===== src/rtl/alu_issue_ctrl.sv =====
// Issue/write-back controller for the 8-bit ALU: accepts one instruction at a time,
// reads a 4-entry register file, drives registered ALU inputs, captures the result and retires it.
module alu_issue_ctrl #(
    parameter int DATA_W = 8,
    parameter int REG_AW = 2
) (
    input  logic              clk,
    input  logic              rst_n,
    input  logic              instr_valid,
    output logic              instr_ready,
    input  logic [15:0]       instr,
    output logic [DATA_W-1:0] alu_a,
    output logic [DATA_W-1:0] alu_b,
    output logic [3:0]        alu_sel,
    input  logic [DATA_W-1:0] alu_out,
    input  logic              alu_carry,
    input  logic              alu_z,
    output logic              done,
    output logic              err,
    output logic [DATA_W-1:0] result,
    output logic              flag_c,
    output logic              flag_z,
    input  logic [REG_AW-1:0] dbg_addr,
    output logic [DATA_W-1:0] dbg_data
);

    localparam int          DEPTH  = 2 ** REG_AW;
    localparam logic [3:0]  OP_LI  = 4'b0000;
    localparam logic [3:0]  OP_ADD = 4'b0001;
    localparam logic [3:0]  OP_SUB = 4'b0010;
    localparam logic [3:0]  OP_NOR = 4'b0011;
    localparam logic [3:0]  OP_EQ  = 4'b0110;
    localparam logic [3:0]  OP_LT  = 4'b1000;
    localparam logic [3:0]  OP_SHL = 4'b1011;
    localparam logic [3:0]  OP_SHR = 4'b1100;

    typedef enum logic [1:0] {
        IDLE,
        ISSUE,
        CAPTURE,
        WB
    } state_t;

    state_t            state;
    logic [15:0]       instr_q;
    logic [DATA_W-1:0] regs [DEPTH];

    logic [3:0]        op_q;
    logic [1:0]        rd_q;
    logic [1:0]        rs1_q;
    logic [1:0]        rs2_q;
    logic [7:0]        imm_q;

    assign op_q  = instr_q[15:12];
    assign rd_q  = instr_q[11:10];
    assign rs1_q = instr_q[9:8];
    assign rs2_q = instr_q[7:6];
    assign imm_q = instr_q[7:0];

    assign dbg_data = regs[dbg_addr];

    function automatic logic is_alu_op(input logic [3:0] op);
        case (op)
            OP_ADD, OP_SUB, OP_NOR, OP_EQ, OP_LT, OP_SHL, OP_SHR: return 1'b1;
            default:                                              return 1'b0;
        endcase
    endfunction

    always_ff @(posedge clk) begin
        if (!rst_n) begin
            state       <= IDLE;
            instr_q     <= '0;
            instr_ready <= 1'b1;
            alu_a       <= '0;
            alu_b       <= '0;
            alu_sel     <= 4'b0000;
            result      <= '0;
            flag_c      <= 1'b0;
            flag_z      <= 1'b0;
            done        <= 1'b0;
            err         <= 1'b0;
            // NOTE: the register file is small and must read as zero after reset,
            // so it is cleared here rather than left as an uninitialised RAM.
            for (int i = 0; i < DEPTH; i++) begin
                regs[i] <= '0;
            end
        end else begin
            // NOTE: done/err default low every cycle so they are true one-cycle pulses,
            // raised only on the edge that enters WB.
            done <= 1'b0;
            err  <= 1'b0;
            case (state)
                IDLE: begin
                    if (instr_valid && instr_ready) begin
                        instr_q     <= instr;
                        instr_ready <= 1'b0;
                        if (instr[15:12] == OP_LI) begin
                            state <= WB;
                            done  <= 1'b1;
                        end else if (is_alu_op(instr[15:12])) begin
                            state <= ISSUE;
                        end else begin
                            state <= WB;
                            done  <= 1'b1;
                            err   <= 1'b1;
                        end
                    end
                end
                ISSUE: begin
                    alu_a   <= regs[rs1_q];
                    alu_b   <= regs[rs2_q];
                    alu_sel <= op_q;
                    state   <= CAPTURE;
                end
                CAPTURE: begin
                    result <= alu_out;
                    flag_c <= alu_carry;
                    flag_z <= alu_z;
                    done   <= 1'b1;
                    state  <= WB;
                end
                WB: begin
                    // Operands were already read in ISSUE, so rd may alias rs1/rs2.
                    if (op_q == OP_LI) begin
                        regs[rd_q] <= DATA_W'(imm_q);
                        result     <= DATA_W'(imm_q);
                    end else if (is_alu_op(op_q)) begin
                        regs[rd_q] <= result;
                    end
                    alu_sel     <= 4'b0000;
                    instr_ready <= 1'b1;
                    state       <= IDLE;
                end
                default: begin
                    state       <= IDLE;
                    instr_ready <= 1'b1;
                end
            endcase
        end
    end

endmodule

===== config.mk =====
export PLATFORM = sky130hd
export DESIGN_NAME = alu_issue_ctrl
export DESIGN_NICKNAME = d
export VERILOG_FILES = /design/src/rtl/alu_issue_ctrl.sv
export SDC_FILE = /design/constraint.sdc
export NUM_CORES = 1
export LEC_CHECK = 0
export CORE_MARGIN = 5
export CORE_UTILIZATION = 45
export DETAILED_ROUTE_END_ITERATION = 10
export DONT_BUFFER_PORTS = 1
export GPL_TIMING_DRIVEN = 0
export PLACE_DENSITY = 0.57
export SYNTH_ARGS = -nofsm -noshare
export SYNTH_HDL_FRONTEND = slang
export SYNTH_SLANG_ARGS = --single-unit

===== constraint.sdc =====
create_clock -name clk -period 2.97 [get_ports clk]
set_input_delay 0.1485 -clock clk [delete_from_list [all_inputs] [get_ports clk]]
set_output_delay 0.1485 -clock clk [all_outputs]
set_load 0.05 [all_outputs]

* Yosys cells after proc, flatten, opt, wreduce, memory -nomap -nowiden *
Memory sizes are Yosys's and may differ from the RTL's. A register that Yosys moved wholly into a read port is not among the register bits.
Cells that the tools add are included.

storage, ports and cells
  flip-flop bits (word level) = 35
  word-level logic and storage cells = 85
  memories kept = 1
  bits in writable memories = 32
  output and inout port bits = 41

cells by class
  reductions and logical operators = 16
  muxes and demuxes = 36
  bitwise logic cells = 4
  equal/unequal tests = 19

memory list
  name  words  width  rd ports  clocked after memory_dff  wr ports  RTL line  text
  regs  4      8      3         2                         4         46        logic [DATA_W-1:0] regs [DEPTH];

operators with widths
  cell                number
  $eq 4x4->1 const B  6
  $mux 1              24
  $mux 8              3
  $eq 4x2->1 const B  4
  $pmux 8 s2          1
  $reduce_or 7->1     2
  $eq 4x1->1 const B  2
  $eq 4x3->1 const B  2
  $logic_not 4->1     2
  $mux 2              4
  $pmux 2 s4          1
  $pmux 4 s2          1
  $reduce_or 8->1     1
  $reduce_and 2->1    3
  $reduce_bool 2->1   3
  $eq 2x2->1 const B  2
  $ne 2x2->1 const B  2
  $pmux 1 s2          2
  $reduce_or 4->1     1
  $not 1->1           3
  $eq 2x1->1 const B  1
  $logic_not 1->1     2
  $logic_not 2->1     1
  $logic_and 1x1->1   1
  $or 1x1->1          1

* Longest topological paths before layout *
Gate-level depths: netlist of run 1.

  depth in word-level cells = 14
  gate-level depth with buffers = 7
  depth with buffers taken out = 6

* Worst setup path after synthesis of run 1 *
Ideal clock, no wire load.

  path type = register to register
  start = register instr_q[13]
  end = memory regs[1][0], enable pin
  slack = 709 ps
  cell stages (with the launch flop) = 5
  setup time = 384 ps
  required time = 2586 ps
  arrival time = 1877 ps
  period minus slack after synthesis = 2261 ps
  path through = dfxtp_1 -> or4_4 -> nor2_2 -> a21oi_1 -> o21ai_0

RTL lines
  what                    RTL line  text
  from (decl)             45        logic [15:0] instr_q;
  from (signal assigned)  95        instr_q <= instr;
  to (decl)               46

==> results_dict.tcl, run 1 <==
set metrics [dict create \
    outcome "finished clean" \
    nets 423 \
    grt-ovfl-total 0 \
    power_per_cell_area_nw_per_um2 823 \
    grt_pass1_vias 2769 \
    setup_slack_ns 0.331 \
    syn_inst 354 \
    setup_total_negative_slack_ns 0 \
    dieArea_um2 10500 \
    final_cell_mix "73 x nand2_1, 51 x dfxtp_1, 45 x nor2_1, 32 x edfxtp_1, 24 x mux4_2" \
    fin_skew_ns 0.00894 \
    clkLatencyLatePin_ns 0.35 \
    hold_start "alu_out[6]" \
    synth-edff-count 32 \
    yosysWarningCount 0 \
    coreArea_um2 8260 \
    clock_path_buffers 2 \
    synth_ff_type "dfxtp_1" \
    routedWlPerCell_um 18.6 \
    fin_crit_sh 0.889 \
    die_w_um 102 \
    synth-seq-cells 83 \
    io-pin-count 72 \
    via_count 2685 \
    place_congestion 0.739 \
    syn-num-nets 389 \
    hold_slack_ns 0.0165 \
    relSlewSlack 0.405 \
    multi_input_area_um2 1710 \
    initial_core_util 0.464 \
    netlist_area_um2 3830 \
    dpl-instance-area_um2 3960 \
    drc_errors 0 \
    dp_slack_ns 0.0475 \
    syn_to_final_growth_pct 14.9 \
    cp.arrival_ns 2.61 \
    final_hold_viol_count 0 \
    finalInstanceArea_um2 4400 \
    async_reset_ff_frac 0 \
    grt_usage 0.191 \
    r2r-start "state[1]" \
    first_pass_iters 4 \
    n_antenna_cell 0 \
    hold_depth 2 \
    detailed_place_hpwl_um 6530 \
    grt_max_degree 15 \
    hold_class "input pin to flip-flop" \
    grt_antenna_before_repair 0 \
    clock_sinks 83 \
    layout-drive-gt1-share 0.120 \
    layout_commonest_cell "nand2_1" \
    viasPerCell 5.39 \
    drtIter0Drc 117 \
    synth.avg_cell_area_um2 10.8 \
    cts_tree "done" \
    final-seq-area_um2 1980 \
    ys_seq_area_frac 0.517 \
    htreeDepth 3 \
    final_cells 498 \
    rsz0062_at_grt "no" \
    wl_um 9270 \
    crit_required_ns 2.94 \
    antenna_left 0 \
    tightestPinTransition_ns 0.887 \
    hold_path_end "result[6]" \
    cts-root-buf "clkbuf_8" \
    path_max_fanout 9 \
    use_met2 0.327 \
    die_h_um 102 \
    r2r-end "regs[3][2]" \
    grt.busiest_layer "met2" \
    fp-row-count 33 \
    use_met1 0.237 \
    worstSetupPathType "flip-flop to flip-flop" \
    io_buffers 0 \
    rrSetupSlack_ns 0.33 \
    synth_cell_types 32 \
    cts_buffers 9 \
    worst-r2r-cell-count 5 \
    maxSlewViolCount 0 \
    numPlacedInstances 459 \
    cap_violations 0 \
    ir_worst_vdd_mv 0.463 \
    gr-usage-met3 0.0485 \
    final-setup-viol-count 0 \
    cp-start-kind "flip-flop" \
    min_period_ns 2.64 \
    fill_cells 768 \
    critPathCaptureType "flip-flop" \
    leakage_nw 1.65 \
    fmax_ghz 0.379 \
    clk_pin_slew_ns 0.08 \
    grt_pass1_wl_um 14800 \
]
==> cells in the mapped netlist (6+ instances only) <==
master	n	area share
nand2_1	73	0.072
nor2_1	45	0.044
edfxtp_1	32	0.25
o221ai_1	10	0.023
nand3b_1	16	0.031
dfxtp_1	51	0.27
inv_1	11	0.011
nor2b_1	6	0.0098
clkbuf_1	15	0.015
mux2i_1	7	0.018
a21boi_0	17	0.033
a32oi_1	8	0.018
mux4_2	24	0.14
buf_1	6	0.0059
==> timing repair <==
action | CTS | global route
endpoints found under the setup margin | 0 | 24
endpoints found under the hold margin | 24 | 0
gates resized for setup | 0 | 3
hold buffers | 23 | 0
setup buffers | 0 | 0
==> sequential cells by signal, indices dropped and copies added, names as in the netlist <==
signal / count
instr_q: 16
err: 1
done: 1
alu_a: 8
alu_sel: 4
result: 8
flag_z: 1
state: 2
flag_c: 1
instr_ready: 1
regs: 32
alu_b: 8
==> cell type report <==
cell class	count	share of cell area
tap	105	0.0299
timing repair buffer	23	0.0523
buffer	25	0.0225
inverter	11	0.00939
clock inverter	3	0.00370
sequential	83	0.451
multi-input combinational	235	0.388
clock buffer	13	0.0435
==> critical path: stages (launching register included) <==
cell	delay [ns]
dfxtp_1	0.38
ha_1	0.22
nand2_1	0.11
a221oi_2	0.57
a21oi_1	0.24
o21ai_1	0.75
==> logic make-up (layout without fill, tap and decap cells) <==
| kind of cell | count (synthesis) | after routing | synth area share |
|---|---|---|---|
| AND/OR/NAND/NOR | 152 | 152 | 0.177 |
| flip-flops | 83 | 83 | 0.517 |
| AO/OA/AOI/OAI | 47 | 47 | 0.0938 |
| buffers and inverters | 36 | 75 | 0.0366 |
| multiplexers | 31 | 31 | 0.159 |
| adder cells (fa/ha/maj) | 4 | 4 | 0.0131 |
| XOR/XNOR | 1 | 1 | 0.00229 |
==> per-stage QoR <==
stage / power [mW] / util
2_1_floorplan: 2.55 / -
3_3_place_gp: 2.78 / 0.480
3_5_place_dp: 2.79 / 0.480
4_1_cts: 3.65 / 0.533
5_1_grt: 3.83 / 0.533
6_report: 3.62 / 0.533
==> routing by layer <==
layer / routed length, um / vias up
li1: - / 1329
met1: 4010 / 1274
met2: 4490 / 74
met3: 668 / 8
met4: 97 / 0
met5: 0 / -
==> power by group <==
group | internal [mW] | switching (mW)
Sequential | 1.36 | 0.527
Clock | 0.427 | 0.404
Combinational | 0.364 | 0.532
==> how the worst max path moves through the flow <==
stage	start	endpoint	slack, ns	cells past startpoint
floorplan	instr_q[13]	regs[1][0]	0.71	4
detailed placement	state[1]	regs[0][4]	0.05	5
global placement	state[1]	regs[1][4]	0.04	5
finish	state[1]	regs[3][2]	0.33	5
global route	state[1]	regs[3][2]	0.06	5
CTS	state[1]	regs[0][0]	0.02	5
(Power assumes the default switching activity.)
==> run 2, diff against run 1 <==
- clock period: 2.97 -> 2.5 ns (I/O delays scaled with it)
==> run 2 against run 1 <==
Compared with the run above: die area unchanged; critical path type unchanged; worst setup slack got worse by 0.22 ns; global-route usage hardly changed; sequential share of layout area shrank 0.74 points; core utilization is 0.89 points higher; first-iteration DRC count increased by 9.4%; power rose by 19%.
==> results_dict.tcl, run 2 (synthesized netlist as in run 1, its figures left out) <==
set metrics [dict create \
    antenna_left 0 \
    cts_buffers 9 \
    dieArea_um2 10500 \
    drtIter0Drc 128 \
    die_h_um 102 \
    fill_cells 759 \
    die_w_um 102 \
    initial_core_util 0.464 \
    syn_to_final_growth_pct 16.8 \
    final_cells 502 \
    via_count 2716 \
    final-setup-viol-count 0 \
    clock_path_buffers 2 \
    first_pass_iters 4 \
    r2r-start "instr_q[13]" \
    cap_violations 0 \
    hold_start "instr[14]" \
    io-pin-count 72 \
    crit_required_ns 2.49 \
    utilization 0.542 \
    tightestPinTransition_ns 0.709 \
    cp-start-kind "flip-flop" \
    nets 427 \
    grt_pass1_vias 2783 \
    place_congestion 0.739 \
    maxSlewViolCount 0 \
    clkLatencyLatePin_ns 0.35 \
    cts-root-buf "clkbuf_8" \
    relSlewSlack 0.528 \
    n_antenna_cell 0 \
    timing.critical_path.from "instr_q[13]" \
    viasPerCell 5.41 \
    final_cell_mix "73 x nand2_1, 51 x dfxtp_1, 45 x nor2_1, 32 x edfxtp_1, 27 x dlygate4sd3_1" \
    grt_usage 0.191 \
    detailed_place_hpwl_um 6530 \
    grt_pass1_wl_um 14800 \
    htreeDepth 3 \
    wl_um 9350 \
    hold_slack_ns 0.0654 \
    cts_tree "done" \
    largest_reg_flops 32 \
    grt-ovfl-total 0 \
    io_buffers 0 \
    ir_worst_vdd_mv 0.551 \
    outcome "finished clean" \
    power_per_cell_area_nw_per_um2 965 \
    layout_commonest_cell "nand2_1" \
    worstSetupPathType "flip-flop to flip-flop" \
    regMostFlops "regs" \
    drc_errors 0 \
    cp.arrival_ns 2.38 \
    fmax_ghz 0.419 \
    clk_pin_slew_ns 0.08 \
    layout-drive-gt1-share 0.128 \
    fin_skew_ns 0.00970 \
    numPlacedInstances 459 \
    reg_top3 "regs x32, instr_q x16" \
    clock_sinks 83 \
    coreArea_um2 8260 \
    path_max_fanout 9 \
    routedWlPerCell_um 18.6 \
    final_hold_viol_count 0 \
    grt_max_degree 15 \
    leakage_nw 1.68 \
    grt_antenna_before_repair 0 \
    critPathCaptureType "flip-flop" \
    min_period_ns 2.39 \
    hold_class "input pin to flip-flop" \
    fin_crit_sh 0.955 \
    fp-row-count 33 \
]
==> run 2: metal layers <==
| layer | track usage | part of all wire | vias to the layer above |
|---|---|---|---|
| met3 | 0.0457 | 0.066 | 11 |
| li1 | - | - | 1336 |
| met1 | 0.241 | 0.43 | 1305 |
| met4 | 0.0605 | 0.013 | 0 |
| met5 | 0 | 0 | - |
| met2 | 0.325 | 0.49 | 64 |
==> run 2: where the power goes <==
part           internal (mW)  leakage [nW]  total, mW  switching, mW
Clock                  0.507         0.110      0.989          0.481
Sequential              1.62         0.746       2.25          0.629
Combinational          0.439         0.820       1.08          0.642
==> run 2: area by class of cell <==
type                            instances  area, um^2  area share
Clock buffer                           13         191      0.0428
Inverter                               11        41.3     0.00923
Multi-Input combinational cell        235        1740       0.389
Clock inverter                          3        16.3     0.00364
Sequential cell                        83        1980       0.443
Buffer                                 25        98.8      0.0221
Timing Repair Buffer                   27         270      0.0604
Tap cell                              105         131      0.0294
==> run 2: path summary, 6_finish.rpt <==
| check | end | slack [ns] | cells after the start |
|---|---|---|---|
| worst min-delay path | err | 0.07 | 3 |
| worst max-delay path | regs[1][2] | 0.11 | 4 |
| worst max register to register | regs[1][2] | 0.11 | 4 |
| worst min register to register | instr_q[3] | 0.49 | 2 |
==> run 2: repair_timing <==
item                                    CTS  global route
setup buffers                             0             0
resized for setup                         4             5
hold endpoints to repair                 28             0
hold buffers                             27             0
endpoints found under the setup margin   32            32
==> run 2: worst max-delay path, cell delays in order (launching register included) <==
cell,delay [ns]
dfxtp_1,0.38
or4_4,0.58
nor2_2,0.35
a21oi_1,0.22
o21ai_2,0.50
==> run 2: through the flow <==
| stage | total power, mW | instance area [um^2] | worst slack, ns | TNS, ns |
|---|---|---|---|---|
| after floorplan | 3.03 | 3830 | 0.239 | 0 |
| after global placement | 3.30 | 3960 | -0.427 | -11.17 |
| after detailed placement | 3.32 | 3960 | -0.423 | -11.13 |
| after CTS | 4.34 | 4440 | -0.126 | -2.74 |
| after global routing | 4.57 | 4470 | -0.0219 | -0.124 |
| final | 4.32 | 4470 | 0.113 | 0 |
==> run 3, diff against run 2 <==
- ABC_AREA: not set -> 1
==> run 3 against run 2 <==
Compared with the run above: synthesized cell count up 51%; critical path depth up 3; critical endpoint is now regs[1][3]; the flow now finishes with violations (negative hold slack); worst hold slack got worse by 0.073 ns; flip-flop and latch count did not move; largest cell class unchanged; core utilization shrank 2.4 points; synthesized area grew 5.7%.
==> results_dict.tcl, run 3 <==
set metrics [dict create \
    pwr-share-seq 0.533 \
    die_h_um 105 \
    grt_max_degree 15 \
    grt_antenna_before_repair 0 \
    outcome "finished, violations left" \
    cts_tree "done" \
    antenna_left 0 \
    wl_um 10700 \
    clock_power_share 0.189 \
    timing.critical_path.from "state[0]" \
    syn_to_final_growth_pct 12.0 \
    grt_usage 0.190 \
    nets 597 \
    violations "negative hold slack" \
    io-pin-count 72 \
    reg_top3 "regs x32, instr_q x16" \
    fp-row-count 34 \
    final_cells 675 \
    hold_start "instr[3]" \
    final_cell_mix "120 x nor2_1, 106 x o21ai_0, 69 x inv_1, 62 x a21oi_1, 51 x dfxtp_1" \
    netlist_area_um2 4050 \
    cts_buffers 9 \
    regMostFlops "regs" \
    cp.arrival_ns 2.09 \
    path_max_fanout 10 \
    yosys.cell_count.top_type "nor2_1" \
    synth_cell_types 22 \
    cap_violations 0 \
    fin_skew_ns 0.00872 \
    htreeDepth 3 \
    dpl-instance-area_um2 4190 \
    clock_path_buffers 2 \
    hold_slack_ns -0.00763 \
    synth_ff_type "dfxtp_1" \
    die_w_um 105 \
    layout-drive-gt1-share 0.0617 \
    rrSetupSlack_ns 0.43 \
    hold_depth 2 \
    cts_setup_buffers 0 \
    final_hold_viol_count 1 \
    netlist.area_leader.share 0.252 \
    synth_top_cell_by_area "dfxtp_1" \
    worstSetupPathType "flip-flop to flip-flop" \
    drc_errors 0 \
    min_period_ns 2.07 \
    syn-num-nets 570 \
    grt-ovfl-total 0 \
    leakage_nw 1.88 \
    rsz0062_at_grt "no" \
    synth-edff-count 32 \
    p_comb_frac 0.277 \
    critPathCaptureType "flip-flop" \
    place_congestion 0.839 \
    async_reset_ff_frac 0 \
    routedWlPerCell_um 15.8 \
    hold_path_end "instr_q[3]" \
    clk_pin_slew_ns 0.09 \
    ir_worst_vdd_mv 0.556 \
    yosysWarningCount 0 \
    fin_crit_sh 0.826 \
    power_per_cell_area_nw_per_um2 1120 \
    fill_cells 871 \
    clock_sinks 83 \
    dieArea_um2 11000 \
    netSwitchingPower_mw 2.44 \
    fmax_ghz 0.484 \
    numPlacedInstances 643 \
    crit_chain "ha_1 -> inv_2 -> nor3_4 -> nand3_4 -> nand2_4 -> nand3_4 -> nand2_1" \
    synth_area_leaders "dfxtp_1 25%, edfxtp_1 24%, o21ai_0 13%, nor2_1 11%, a21oi_1 7.7%" \
    coreArea_um2 8760 \
    p_int_mw 2.65 \
    io_buffers 0 \
    swShare 0.479 \
    setup_total_negative_slack_ns 0 \
    initial_core_util 0.462 \
    crit_required_ns 2.52 \
    tightestPinTransition_ns 1.23 \
    cts-root-buf "clkbuf_8" \
    detailed_place_hpwl_um 8030 \
    finalInstanceArea_um2 4540 \
    drtIter0Drc 216 \
    r2r-start "state[0]" \
    yosys-top-cells-count "120 x nor2_1, 106 x o21ai_0, 69 x inv_1, 62 x a21oi_1, 51 x dfxtp_1" \
    cp_slowest_cell "dfxtp_1" \
    critPathMaxStageDelay_ns 0.39 \
    via_count 3472 \
    relSlewSlack 0.181 \
    synth-seq-cells 83 \
    syn_inst 535 \
    cts-resized-gates 0 \
    synth.avg_cell_area_um2 7.57 \
    viasPerCell 5.14 \
    layout_commonest_cell "nor2_1" \
    r2r-end "regs[1][3]" \
    n_antenna_cell 0 \
    final-setup-viol-count 0 \
    maxSlewViolCount 0 \
    grt_pass1_vias 3187 \
    path_common_cell "nand3_4" \
    first_pass_iters 5 \
    clkLatencyLatePin_ns 0.36 \
    worst-r2r-cell-count 7 \
    ys_seq_area_frac 0.489 \
    hold_class "input pin to flip-flop" \
    largest_reg_flops 32 \
    grt_pass1_wl_um 16600 \
    cp-start-kind "flip-flop" \
]
[run 3: what timing repair did]
item | CTS | global route
endpoints found under the hold margin | 16 | 0
setup endpoints to repair | 0 | 0
hold buffers | 16 | 0
[run 3: power groups by stage]
stage	clock network, mW	logic [mW]	registers, mW
floorplan	0	1.07	2.66
CTS	0.982	1.40	2.71
finish	0.963	1.41	2.71
global placement	0	1.35	2.74
detailed placement	0	1.38	2.75
global route	1.06	1.62	2.75
[run 3: how the worst max path moves through the flow]
stage                     cells past startpoint          end  slack [ns]
after global placement                        7   regs[1][4]        0.48
after global routing                          4  dbg_data[0]        0.32
after detailed placement                      7   regs[1][4]        0.44
after CTS                                     7   regs[1][3]        0.43
final                                         7   regs[1][3]        0.43
after floorplan                               7   regs[0][0]        0.77
[run 3: per-stage QoR]
| stage | power (mW) | setup slack [ns] | util |
|---|---|---|---|
| floorplan | 3.73 | 0.767 | - |
| global placement | 4.09 | 0.482 | 0.478 |
| detailed placement | 4.12 | 0.444 | 0.478 |
| CTS | 5.10 | 0.426 | 0.518 |
| global route | 5.43 | 0.316 | 0.518 |
| finish | 5.08 | 0.434 | 0.518 |
[run 3: logic make-up after synthesis]
kind of cell	synth area share
DFF	0.489
and+or+nand+nor	0.190
adders and majority gates	0.0124
AOI/OAI and AO/OA	0.214
buffers and inverters	0.0939
[run 3: metal layers]
metal | vias up | wire length [um] | global-route usage
li1 | 1802 | - | -
met1 | 1548 | 4820 | 0.255
met2 | 111 | 4940 | 0.297
met3 | 11 | 805 | 0.0567
met4 | 0 | 114 | 0.0530
met5 | - | 0 | 0
[run 3: cell type report]
cell class	count	area, um^2	share of cell area
sequential	83	1980	0.437
multi-input combinational	354	1690	0.372
inverter	72	270	0.0596
tap	108	135	0.0298
clock inverter	6	65.1	0.0143
clock buffer	10	128	0.0281
timing repair buffer	16	160	0.0353
buffer	26	110	0.0243
[run 3: critical path: cells and delay by family, from the launching register on]
kind | cells | cell delay, ns
DFF | 1 | 0.39
buffers and inverters | 1 | 0.09
and+or+nand+nor | 5 | 0.93
adders and majority gates | 1 | 0.30
